[config.mk]
export PLATFORM = sky130hd
export DESIGN_NAME = seg7_scan_driver_flat
export DESIGN_NICKNAME = d
export VERILOG_FILES = /design/src/rtl/seg7_scan_driver_if.sv /design/src/rtl/seg7_scan_driver.sv /design/src/flat_wrapper.sv
export SDC_FILE = /design/constraint.sdc
export NUM_CORES = 1
export LEC_CHECK = 0
export ABC_AREA = 1
export BUFFER_PORTS_ARGS = -buffer_cell sky130_fd_sc_hd__buf_2
export CAP_MARGIN = 25
export CORE_UTILIZATION = 27
export DETAILED_ROUTE_END_ITERATION = 6
export GPL_TIMING_DRIVEN = 0
export SKIP_LAST_GASP = 1
export SLEW_MARGIN = 20
export SYNTH_ARGS = -nofsm -noshare
export SYNTH_HDL_FRONTEND = slang
export SYNTH_SLANG_ARGS = --single-unit
[constraint.sdc]
create_clock -name i_clk -period 2.46 [get_ports i_clk]
set_input_delay 0.123 -clock i_clk [delete_from_list [all_inputs] [get_ports i_clk]]
set_output_delay 0.123 -clock i_clk [all_outputs]
set_load 0.01 [all_outputs]
[src/rtl/seg7_scan_driver_if.sv]
// Bus bundle between a display client and the 7-segment scan driver.
// Latency: none (wires only).
// Backpressure: none; LOAD is accepted every cycle, BUSY is advisory.
interface seg7_scan_driver_if #(
    parameter int DIGITS = 4
);
    // Client -> driver: frame data and live display modes
    logic [4*DIGITS-1:0] value;
    logic [DIGITS-1:0]   dp;
    logic                load;
    logic                hex_mode;
    logic                lz_blank;

    // Driver -> board pins / client status
    logic [6:0]          seg;
    logic                dp_out;
    logic [DIGITS-1:0]   an;
    logic                busy;

    modport master (
        output value, dp, load, hex_mode, lz_blank,
        input  seg, dp_out, an, busy
    );

    modport slave (
        input  value, dp, load, hex_mode, lz_blank,
        output seg, dp_out, an, busy
    );
endinterface

[src/rtl/seg7_scan_driver.sv]
// Time-multiplexed common-anode 7-segment driver with double-buffered frame data.
// Latency: pin outputs lag the scan index by 1 cycle; loaded data appears after the next frame wrap.
// Backpressure: none; LOAD always accepted, last load before a wrap wins, BUSY flags undisplayed data.
module seg7_scan_driver #(
    parameter int DIGITS   = 4,
    parameter int PRESCALE = 50000
) (
    input  logic               i_clk,
    input  logic               i_rst,
    seg7_scan_driver_if.slave  io_bus
);

    localparam int PW = (PRESCALE > 1) ? $clog2(PRESCALE) : 1;
    localparam int IW = (DIGITS > 1) ? $clog2(DIGITS) : 1;
    localparam logic [PW-1:0] PRESC_MAX = PW'(PRESCALE - 1);
    localparam logic [IW-1:0] IDX_MAX   = IW'(DIGITS - 1);

    logic [PW-1:0]        r_presc;
    logic [IW-1:0]        r_idx;
    logic [4*DIGITS-1:0]  r_disp_val;
    logic [DIGITS-1:0]    r_disp_dp;
    logic [4*DIGITS-1:0]  r_pend_val;
    logic [DIGITS-1:0]    r_pend_dp;
    logic                 r_pend_vld;
    logic [6:0]           r_seg;
    logic                 r_dp_out;
    logic [DIGITS-1:0]    r_an;

    logic                 w_tick;
    logic                 w_wrap;
    logic [3:0]           w_code;
    logic                 w_dp_sel;
    logic [DIGITS-1:0]    w_an_nxt;
    logic [DIGITS-1:0]    w_allz;
    logic                 w_run;
    logic                 w_blank;
    logic [6:0]           w_seg_nxt;

    // Segment pattern for one code; codes 10-15 show letters in hex mode, a dash otherwise
    function automatic logic [6:0] f_decode(input logic [3:0] code, input logic hex);
        logic [6:0] pat;
        case (code)
            4'h0: pat = 7'h3F;
            4'h1: pat = 7'h06;
            4'h2: pat = 7'h5B;
            4'h3: pat = 7'h4F;
            4'h4: pat = 7'h66;
            4'h5: pat = 7'h6D;
            4'h6: pat = 7'h7D;
            4'h7: pat = 7'h07;
            4'h8: pat = 7'h7F;
            4'h9: pat = 7'h6F;
            4'hA: pat = hex ? 7'h77 : 7'h40;
            4'hB: pat = hex ? 7'h7C : 7'h40;
            4'hC: pat = hex ? 7'h39 : 7'h40;
            4'hD: pat = hex ? 7'h5E : 7'h40;
            4'hE: pat = hex ? 7'h79 : 7'h40;
            default: pat = hex ? 7'h71 : 7'h40;
        endcase
        return pat;
    endfunction

    assign w_tick = (r_presc == PRESC_MAX);
    assign w_wrap = w_tick && (r_idx == IDX_MAX);

    // Dwell prescaler; each tick moves the scan to the next digit, wrapping after the last
    always_ff @(posedge i_clk) begin
        if (i_rst) begin
            r_presc <= '0;
            r_idx   <= '0;
        end else if (w_tick) begin
            r_presc <= '0;
            r_idx   <= (r_idx == IDX_MAX) ? '0 : r_idx + 1'b1;
        end else begin
            r_presc <= r_presc + 1'b1;
        end
    end

    // Double buffer: display only changes at a frame wrap, so a frame never mixes old and new data
    always_ff @(posedge i_clk) begin
        if (i_rst) begin
            r_disp_val <= '0;
            r_disp_dp  <= '0;
            r_pend_val <= '0;
            r_pend_dp  <= '0;
            r_pend_vld <= 1'b0;
        end else if (w_wrap) begin
            // A load landing on the wrap itself bypasses the pending slot
            if (io_bus.load) begin
                r_disp_val <= io_bus.value;
                r_disp_dp  <= io_bus.dp;
            end else if (r_pend_vld) begin
                r_disp_val <= r_pend_val;
                r_disp_dp  <= r_pend_dp;
            end
            r_pend_vld <= 1'b0;
        end else if (io_bus.load) begin
            r_pend_val <= io_bus.value;
            r_pend_dp  <= io_bus.dp;
            r_pend_vld <= 1'b1;
        end
    end

    // Select the active digit and work out leading-zero blanking from the display buffer
    always_comb begin
        w_code   = '0;
        w_dp_sel = 1'b0;
        w_an_nxt = '1;
        w_allz   = '0;
        w_run    = 1'b1;
        w_blank  = 1'b0;
        // w_allz[i]: codes i..DIGITS-1 are all zero
        for (int i = DIGITS - 1; i >= 0; i--) begin
            w_run     = w_run && (r_disp_val[4*i +: 4] == 4'h0);
            w_allz[i] = w_run;
        end
        for (int i = 0; i < DIGITS; i++) begin
            if (r_idx == IW'(i)) begin
                w_code      = r_disp_val[4*i +: 4];
                w_dp_sel    = r_disp_dp[i];
                w_an_nxt[i] = 1'b0;
                w_blank     = io_bus.lz_blank && (i != 0) && w_allz[i];
            end
        end
    end

    // Final segment pattern; the decimal point is not affected by blanking
    always_comb begin
        w_seg_nxt = w_blank ? 7'h00 : f_decode(w_code, io_bus.hex_mode);
    end

    // Registered pin drivers so the board sees glitch-free segment and anode lines
    always_ff @(posedge i_clk) begin
        if (i_rst) begin
            r_seg    <= 7'h00;
            r_dp_out <= 1'b0;
            r_an     <= '1;
        end else begin
            r_seg    <= w_seg_nxt;
            r_dp_out <= w_dp_sel;
            r_an     <= w_an_nxt;
        end
    end

    assign io_bus.seg    = r_seg;
    assign io_bus.dp_out = r_dp_out;
    assign io_bus.an     = r_an;
    assign io_bus.busy   = r_pend_vld;

endmodule

[src/flat_wrapper.sv]
// flat-port wrapper written by rule: the top's interface ports become plain ports
module seg7_scan_driver_flat 
#(
    parameter int DIGITS   = 4,
    parameter int PRESCALE = 50000
)
  (i_clk, i_rst, io_bus_value, io_bus_dp, io_bus_load, io_bus_hex_mode, io_bus_lz_blank, io_bus_seg, io_bus_dp_out, io_bus_an, io_bus_busy);
  seg7_scan_driver_if #(.DIGITS(DIGITS)) io_bus_i ();
  input  logic i_clk;
  input  logic i_rst;
  input wire logic [$bits(io_bus_i.value)-1:0] io_bus_value;
  input wire logic [$bits(io_bus_i.dp)-1:0] io_bus_dp;
  input wire logic [$bits(io_bus_i.load)-1:0] io_bus_load;
  input wire logic [$bits(io_bus_i.hex_mode)-1:0] io_bus_hex_mode;
  input wire logic [$bits(io_bus_i.lz_blank)-1:0] io_bus_lz_blank;
  output wire logic [$bits(io_bus_i.seg)-1:0] io_bus_seg;
  output wire logic [$bits(io_bus_i.dp_out)-1:0] io_bus_dp_out;
  output wire logic [$bits(io_bus_i.an)-1:0] io_bus_an;
  output wire logic [$bits(io_bus_i.busy)-1:0] io_bus_busy;
  assign io_bus_i.value = io_bus_value;
  assign io_bus_i.dp = io_bus_dp;
  assign io_bus_i.load = io_bus_load;
  assign io_bus_i.hex_mode = io_bus_hex_mode;
  assign io_bus_i.lz_blank = io_bus_lz_blank;
  assign io_bus_seg = io_bus_i.seg;
  assign io_bus_dp_out = io_bus_i.dp_out;
  assign io_bus_an = io_bus_i.an;
  assign io_bus_busy = io_bus_i.busy;
  seg7_scan_driver #(.DIGITS(DIGITS), .PRESCALE(PRESCALE)) u_core (.i_clk(i_clk), .i_rst(i_rst), .io_bus(io_bus_i));
endmodule
---- Word level (Yosys, flattened, before mapping) ----
Index checks and enable logic that the tools add are counted.
cells by class
  mux-type cells .......................... 27
  order comparisons ....................... 0
  $mul .................................... 0
  bitwise logic cells ..................... 1
  add/sub/neg operators ................... 2
  eq/ne operators ......................... 18
  shifts and indexed selects .............. 0
  reductions and logical operators ........ 17
  divide/modulo/power cells ............... 0
operator list
  cell                                                                    count
  7-bit one-hot mux with 15 select lines                                  1
  16-bit two-way mux                                                      2
  4-bit equality test (second input constant)                             7
  4-bit two-way mux                                                       6
  6-bit two-way mux                                                       4
  16-bit by 1-bit adder with 16-bit output (second input constant)        1
  16-bit equality test (second input constant)                            1
  4-bit by 3-bit equality test with 1-bit output (second input constant)  4
  4-bit zero test                                                         4
  1-bit two-way mux                                                       11
  4-bit by 2-bit equality test with 1-bit output (second input constant)  2
  7-bit two-way mux                                                       1
  1-bit logical AND                                                       6
  2-bit OR reduction                                                      3
  5-bit two-way mux                                                       1
  2-bit equality test (second input constant)                             2
  4-bit by 1-bit equality test with 1-bit output (second input constant)  1
  2-bit AND reduction                                                     2
  2-bit by 1-bit adder with 2-bit output (second input constant)          1
  2-bit by 1-bit equality test with 1-bit output (second input constant)  1
  2-bit zero test                                                         1
  2-bit two-way mux                                                       1
  2-bit nonzero test                                                      1
  1-bit inverter                                                          1
word-level totals
  latch bits .............................. 0
  memories ................................ 0
  register bits after elaboration ......... 71
  memory bits (writable) .................. 0
  ROM bits ................................ 0

---- Longest topological paths before layout ----
Gate-level depths: netlist (run 1).
  word-level depth ........................ 8
  gate-level depth with buffers ........... 15
  depth with buffers taken out ............ 15

---- Least setup slack after synthesis (run 1) ----
Ideal clock, no wire load.
  path kind ............................... register to register
  start ................................... register u_core.r_idx[0]
  end ..................................... register u_core.r_seg[4] (netlist: u_core.io_bus.seg[4])
  cell stages (with the launch flop) ...... 15
  slack ................................... 742 ps
  period minus slack after synthesis ...... 1,718 ps
  data arrival time ....................... 1,603 ps
  path through ............................ dfxtp_1 > inv_1 > ha_1 > buf_4 > a21oi_1 > nand2_1 > nand2_1 > nand2_2 > nand2_1 > inv_1 > nand3_1 > and2_1 > nand2_1 > nand2_1 > nand2_1
between the ends
  longest elaborated chain between the ends .. 7
  elaborated cells between the ends (all ways) .. 28
  those cells by class .................... eq/ne: 17; mux: 8; reduce/logical: 3
RTL lines
  element                                      line                     RTL
  start: declaration                           seg7_scan_driver.sv:19   logic [IW-1:0] r_idx;
  start signal: assignment                     seg7_scan_driver.sv:73   r_idx <= (r_idx == IDX_MAX) ? '0 : r_idx + 1'b1;
  2-bit zero test                              seg7_scan_driver.sv:118  if (r_idx == IW'(i)) begin
  4-bit two-way mux (4 in series)              seg7_scan_driver.sv:118
  4-bit equality test (tied with other cells)  seg7_scan_driver.sv:42   case (code)
  7-bit one-hot mux with 15 select lines       seg7_scan_driver.sv:42
  end signal: assignment                       seg7_scan_driver.sv:139  r_seg <= w_seg_nxt;
  end: declaration                             seg7_scan_driver.sv:25   logic [6:0] r_seg;
Several ways; a longest one is shown, not always the timed one.
A chain may end at the register's enable or synchronous reset.

---- Worst setup path after layout (run 1) ----
  start ................................... register u_core.r_idx[1]
  end ..................................... register u_core.r_seg[1] (netlist: u_core.io_bus.seg[1])
Same word-level chain as after synthesis.

==> metrics.md, run 1 <==
| Metric | Value |
|---|---|
| Post-synthesis adder-cell area fraction | 1.69% |
| Flops & latches, synth | slightly above 70 |
| Combinational share of power | 6.8% |
| Simple-gate share of the synthesized area | a little over a third |
| Clk_lat worst skew | 0.34 ns |
| Pin count of the biggest net entering global routing | 12 |
| Tot Pwr | 2.54 mW |
| Setup WS pre-CTS | roughly 0.49 ns |
| Hold Path Class | input pin to flip-flop |
| Pwr/cell area | 584 nW/um^2 |
| Distinct cells, synth | 34 |
| Die area | 14100 um^2 |
| Hold-fix buffers, CTS | 0 |
| Worst-margin pin slew | 0.764 ns |
| CTS resizes | 0 |
| TritonCTS Buffers | 9 |
| TritonCTS clock tree | built |
| Yosys top cell by area | dfxtp_1 |
| Total GRT Usage | 13.2% |
| Post-synth ARST share | 0% |
| Final std cells w/o fill | about 750 |
| Clock share of power | 46.3% |
| Pins Over Slew Limit | 0 |
| Wire per inst | between 10 and 15 um |
| IO Port Bufs | 35 |
| Vias in the first global route | 3149 |
| Final core occ | 32.8% |
| Critical-path maximum fanout | 7 |
| Fin. Hold Viols | 0 |
| Layout cells sized above 1 | 21.8% |
| Postcts setup bufs | 0 |
| DR iter-0 viols | 205 |
| Global-route wire length before repair | 14.9 mm |
| Crit path required time | 2.67 ns |
| Die extent in x | 119 um |
| Die Ht | 119 um |
| Fmax | around 500 MHz |
| Rows | 42 |
| Final Setup Violations | 0 |
| Drt drc | 0 |
| First drt pass iteration count | 4 |
| Clock transition at path regs | 0.06 ns |
| Inst Count DP | approximately 730 |
| Clock Sink Count | 71 |
| CTS H-tree lvls | 3 |
| Clock tree root buffer cell | clkbuf_16 |
| Minimum clock period after layout | 2.01 ns |
| Area after DPL | 4090 um^2 |
| Switching share of power | roughly a quarter |
| Top cells by count, synth | nand2_1 (126), nor2_1 (80), dfxtp_1 (71), nand3_1 (43), inv_1 (27) |
| IO Pins | 38 |
| Ys Warns | 0 |
| Antenna Cells | 0 |
| Vias | 3290 |
| Design area | 4360 um^2 |
| Post-synth EDFFs | 0 |
| Internal | 1.95 mW |
| Final #Nets | roughly 600 |
| Maximum vdd drop | around 0.34 mV |
| Setup ws final | 0.453 ns |
| Setup CP Type | flip-flop to flip-flop |
| Clk_skew | 0.00884 ns |
| Yosys top cell area share | between 30% and 40% |
| Antenna violations before repair | 0 |
| Gr ovfl total | 0 |
| Mean Syn Cell Area | 7.07 um^2 |
| Compound-Gate Fraction of Synth Area | 13.8% |
| Synth Area in XOR/XNOR | 1.19% |
| Register area share after synthesis | 38.5% |
| Clock buffer depth | 2 |
| Seq pwr share | a little under half |
| Leak Pwr | 1.78 nW |
| Area of the mapped netlist | approximately 3700 um^2 |
| Hold Slack | 0.0685 ns |
| RSZ-0062 raised after global routing | false |
| Syn_nets | about 550 |
| Mapped Cells | 522 |
| Outcome | finished, final reports clean |
| Largest family of logic cells by synthesized area | simple AND/OR/NAND/NOR gates |
| RD Place Congestion | around 0.79 |
| Slew headroom | 49.1% |
| Most common flop cell mapped by yosys | dfxtp_1 |
| Drt total wl | slightly below 9 mm |
| NetSw | 593 uW |
| Count leader, synth | nand2_1 |
| Area delta synth->final | 18.0% |
| Top cells by area, synth | dfxtp_1 (38%), nand2_1 (13%), nor2_1 (8.1%), nand3_1 (5.8%), a21oi_2 (4.5%) |
| Worst setup SP type | flip-flop |
| Core ar. | 13300 um^2 |
| CP endpoint kind | flip-flop |
| Post-synthesis mux area share | 0% |
| Vias/cell | roughly 4.4 |
| Final Cycle Share | 81.6% |
| Worst Path Arrival | 2.21 ns |
| Initial Util | 27.8% |
| Setup TNS | 0 ns |
| HPWL after DPL | between 6 and 7 mm |
| Max-capacitance violation count | 0 |
| Post-DRT Antenna Nets | 0 |
-- logic make-up (layout without fill, tap and decap cells) --
kind of cell / Yosys count / in the layout
XOR/XNOR: 5 / 5
flip-flops: 71 / 71
adder cells (fa/ha/maj): 5 / 5
buffers and inverters: 67 / 118
AND/OR/NAND/NOR: 302 / 302
AO/OA/AOI/OAI: 72 / 72
-- critical path: stages, from the launching register on --
cell and delay, ns:
dfxtp_1 0.36, inv_1 0.09, ha_1 0.28, inv_2 0.12, nand3_1 0.08, nand2_1 0.09, nand2_1 0.07, nand2_2 0.13
nand2_1 0.17, o21ai_0 0.39, nor2_1 0.09
-- area by class of cell --
type                       count  area (um^2)
buffer                        28          155
inverter                      39          146
clock inverter                 3         18.8
clock buffer                  13          250
sequential                    71         1420
fill                        1503         8940
multi-input combinational    384         1970
timing repair buffer          35          175
tap                          176          220
-- final timing paths --
kind                            cells past startpoint  slack (ns)                   end               from
worst max-delay path                               10        0.45  u_core.io_bus.seg[1]    u_core.r_idx[1]
worst min-delay path                                3        0.07  u_core.r_pend_val[5]    io_bus_value[5]
worst max register to register                     10        0.45  u_core.io_bus.seg[1]    u_core.r_idx[1]
worst min register to register                      1        0.44     u_core.r_presc[0]  u_core.r_presc[0]
-- sequential cells by signal (all words and copies together) (netlist names) --
signal and count:
u_core.io_bus.dp_out 1, u_core.io_bus.an 4, u_core.r_idx 2, u_core.io_bus.busy 1
u_core.r_disp_val 16, u_core.r_presc 16, u_core.r_pend_val 16, u_core.r_pend_dp 4
u_core.r_disp_dp 4, u_core.io_bus.seg 7
-- layout by cell type (no fill, tap or decap), types with 3 or more instances in the layout --
cell type	synthesis	final
nor2_1	80	80
nand4_1	26	26
nand2_2	5	5
nor2_4	3	3
inv_1	27	27
clkbuf_1	14	17
nor2_2	4	4
xor2_1	4	4
nand3_1	43	43
buf_6	4	4
dfxtp_1	71	71
o21ai_0	7	7
ha_1	5	5
clkbuf_16	0	9
o21ai_2	19	19
nor3_1	7	7
inv_2	11	11
a21oi_1	22	22
buf_2	4	39
nand2_1	126	126
buf_4	4	4
a21oi_2	19	19
-- power by group through the flow --
stage          clock network, mW  registers (mW)  logic, mW
2_1_floorplan                  0            1.22      0.111
3_3_place_gp                   0            1.22      0.173
3_5_place_dp                   0            1.22      0.173
4_1_cts                     1.21            1.19      0.174
5_1_grt                     1.26            1.20      0.196
6_report                    1.18            1.20      0.173
-- per-layer routing --
layer	part of all wire (%)	global-route usage, %	vias up
li1	-	-	1786
met4	1.6	4.98	0
met5	0	0	-
met1	53	18.5	1428
met3	4.4	3.69	9
met2	41	19.1	67
Power figures use the tool's default switching activity.
==> inputs of run 2 (changes only) <==
Clock period 2.46 ns to 1.6 ns, I/O delays scaled along.
==> run 2 against run 1 <==
  * The run now ends with negative setup slack left
  * Critical path depth rose by 3
  * Sequential share of layout area down 5.7 points
  * Design area up 22%
  * Sequential cell count unchanged
  * Worst setup slack worse by 0.67 ns
  * Routed wire length grew 22%
  * Power is 65% higher
  * Count of clock-buffer cells in the layout grew 1
  * Sequential power is 53% higher
  * First-iteration DRC count decreased by 20%
  * Critical path type unchanged
  * Critical endpoint is now u_core.io_bus.seg[4]
==> metrics.md, run 2 (same netlist as run 1, synthesis figures left out) <==
| Metric | Value |
|---|---|
| Outcome | finished, violations left |
| Failing checks | negative setup slack |
| Setup WS pre-CTS | -0.334 ns (-0.829 ns) |
| Worst-margin pin slew | 0.794 ns (+0.0299 ns) |
| Worst Path Arrival | 2.09 ns (-0.12 ns) |
| Final Setup Violations | 54 (+54) |
| Rows | 42 (unchanged) |
| Clock tree root buffer cell | clkbuf_16 |
| Vias | 3721 (+13%) |
| Clock buffer depth | 2 (unchanged) |
| Pins Over Slew Limit | 0 (unchanged) |
| Area delta synth->final | 43.9% |
| CP top delay family | simple AND/OR/NAND/NOR gates |
| Post-DRT Antenna Nets | 0 (unchanged) |
| IO Port Bufs | 35 (unchanged) |
| Final std cells w/o fill | 785 (+4.8%) |
| IO Pins | 38 (unchanged) |
| First drt pass iteration count | 4 (unchanged) |
| FILL cells | 1322 (-12%) |
| Worst setup SP type | flip-flop |
| Max-capacitance violation count | 0 (unchanged) |
| Layout cells sized above 1 | 40.1% (+18 points) |
| Crit-path max cell delay | 0.37 ns (-0.02 ns) |
| Clock Sink Count | 71 (unchanged) |
| Vias/cell | 4.74 (+7.9%) |
| Most frequent cells in the layout | nand2_1 (105), nor2_1 (68), dfxtp_1 (66) |
| Clock transition at path regs | 0.06 ns (about the same) |
| RSZ-0062 raised after global routing | true |
| Clk_lat worst skew | 0.33 ns (about the same) |
| Final #Nets | 634 (+6.0%) |
| Hold Path Class | input pin to flip-flop |
| Antenna Cells | 0 (unchanged) |
| TritonCTS Buffers | 9 (unchanged) |
| Storage cell area | 1430 um^2 (+0.79%) |
| Antenna violations before repair | 0 (unchanged) |
| Total GRT Usage | 14.3% (+1.0 points) |
| Vias in the first global route | 3421 (+8.6%) |
| Die area | 14100 um^2 (unchanged) |
| Inst Count DP | 733 (unchanged) |
| RD Place Congestion | 0.838 (+6.1%) |
| Most common cell after layout, fill and taps aside | nand2_1 |
| Drt total wl | 10.5 mm (+22%) |
| Minimum clock period after layout | 1.82 ns (-0.186 ns) |
| Fin. Hold Viols | 0 (unchanged) |
| Initial Util | 27.8% (unchanged) |
| DR iter-0 viols | 164 (-20%) |
| Drt drc | 0 (unchanged) |
| Die Ht | 119 um (unchanged) |
| Fmax | 549 MHz (+10%) |
| Top flop regs | u_core.r_disp_val x16, u_core.r_pend_val x16, u_core.r_presc x16 |
| Worst path bufs/invs | 3 (+1) |
| Core ar. | 13300 um^2 (unchanged) |
| Wire per inst | 13.4 um (+16%) |
| HPWL after DPL | 6.64 mm (+4.6%) |
| Most frequent CP cell | nand2_1 |
| Pin count of the biggest net entering global routing | 12 (unchanged) |
| Pwr/cell area | 790 nW/um^2 (+35%) |
| Clk_skew | 0.00839 ns (-0.000442 ns) |
| Hold-fix buffers, CTS | 0 (unchanged) |
| Setup TNS | -8.01 ns (-8.01 ns) |
| Crit path cell chain | inv_4, ha_4, buf_6, a21oi_4, nand2_4, nand2_8, inv_6, nor2_4, nand3_2, and2_1, nand2_1, nand2_1, nand2_1 |
| Maximum vdd drop | 0.750 mV (+120%) |
| Slew headroom | 47.1% (-2.0 points) |
| CP endpoint kind | flip-flop |
| Crit path required time | 1.87 ns (-0.80 ns) |
| TritonCTS clock tree | built |
| Global-route wire length before repair | 16.2 mm (+9.1%) |
| Die extent in x | 119 um (unchanged) |
| Final Cycle Share | 114% (+32 points) |
| Setup CP Type | flip-flop to flip-flop |
| Leak Pwr | 2.11 nW (+19%) |
| Critical-path maximum fanout | 6 (-1) |
| CTS H-tree lvls | 3 (unchanged) |
| Gr ovfl total | 0 (unchanged) |
| Critical Path Slowest Stage Cell | dfxtp_4 |
| Area of the multi-input gates | 2430 um^2 (+23%) |
| Setup ws final | -0.221 ns (-0.674 ns) |
==> run 2: cell count changes in the layout (fill, tap and decap cells not counted), moves of 6 or more <==
cell | before | now
nand2_2 | 5 | 16
buf_6 | 4 | 17
a21oi_2 | 19 | 25
a21oi_1 | 22 | 13
nor2_4 | 3 | 11
inv_4 | 0 | 6
nand3_2 | 1 | 18
nand2_1 | 126 | 105
nand2_4 | 0 | 7
nor2_1 | 80 | 68
buf_4 | 4 | 23
nand3_1 | 43 | 23
==> run 2: area by class of cell <==
class,count,share of cell area [%]
Sequential cell,71,27.0
Tap cell,176,4.15
Timing Repair Buffer,72,10.3
Inverter,39,3.23
Multi-Input combinational cell,384,45.7
Clock inverter,2,0.707
Clock buffer,14,5.16
Buffer,27,3.84
==> run 2: final timing paths <==
check                                          from               endpoint  slack (ns)  depth (start not counted)
worst max-delay path                u_core.r_idx[0]   u_core.io_bus.seg[4]       -0.22                         13
worst min-delay path               io_bus_value[10]  u_core.r_pend_val[10]       0.006                          3
worst max register to register      u_core.r_idx[0]   u_core.io_bus.seg[4]       -0.22                         13
worst min register to register  u_core.r_pend_dp[0]    u_core.r_pend_dp[0]        0.46                          2
==> run 2: metrics by stage <==
step	power [mW]	cell area [um^2]	hold slack (ns)	util [%]
2_1_floorplan	2.05	3750	0.244	-
3_3_place_gp	2.14	4150	0.363	31.2
3_5_place_dp	2.15	4150	0.375	31.2
4_1_cts	4.21	4910	0.00354	36.9
5_1_grt	4.34	5310	0.00614	40.0
6_report	4.20	5310	0.00634	40.0
==> run 2: timing repair <==
| action | 4_1_cts | 5_1_grt |
|---|---|---|
| resized for setup | 79 | 64 |
| pin swaps | 23 | 30 |
| setup endpoints to repair | 60 | 64 |
| buffers inserted | 19 | 16 |
| cloned | 3 | 2 |
==> run 2: routing by layer <==
metal	wire, um	up-vias	track usage, %
met4	179	0	4.27
met1	4800	1743	18.3
met5	0	-	0
met3	479	14	3.69
met2	5060	86	23.5
li1	-	1878	-
==> run 2: worst min-delay path, stage by stage <==
cell and delay (ns):
buf_2 0.11, nand3_2 0.07, a21oi_2 0.04
==> run 2: power breakdown <==
group	switching, mW	internal [mW]	total, mW	leakage (nW)
sequential	0.0280	1.81	1.84	0.582
clock	0.711	1.33	2.05	0.149
combinational	0.192	0.120	0.312	1.38
total	0.931	3.27	4.20	2.11
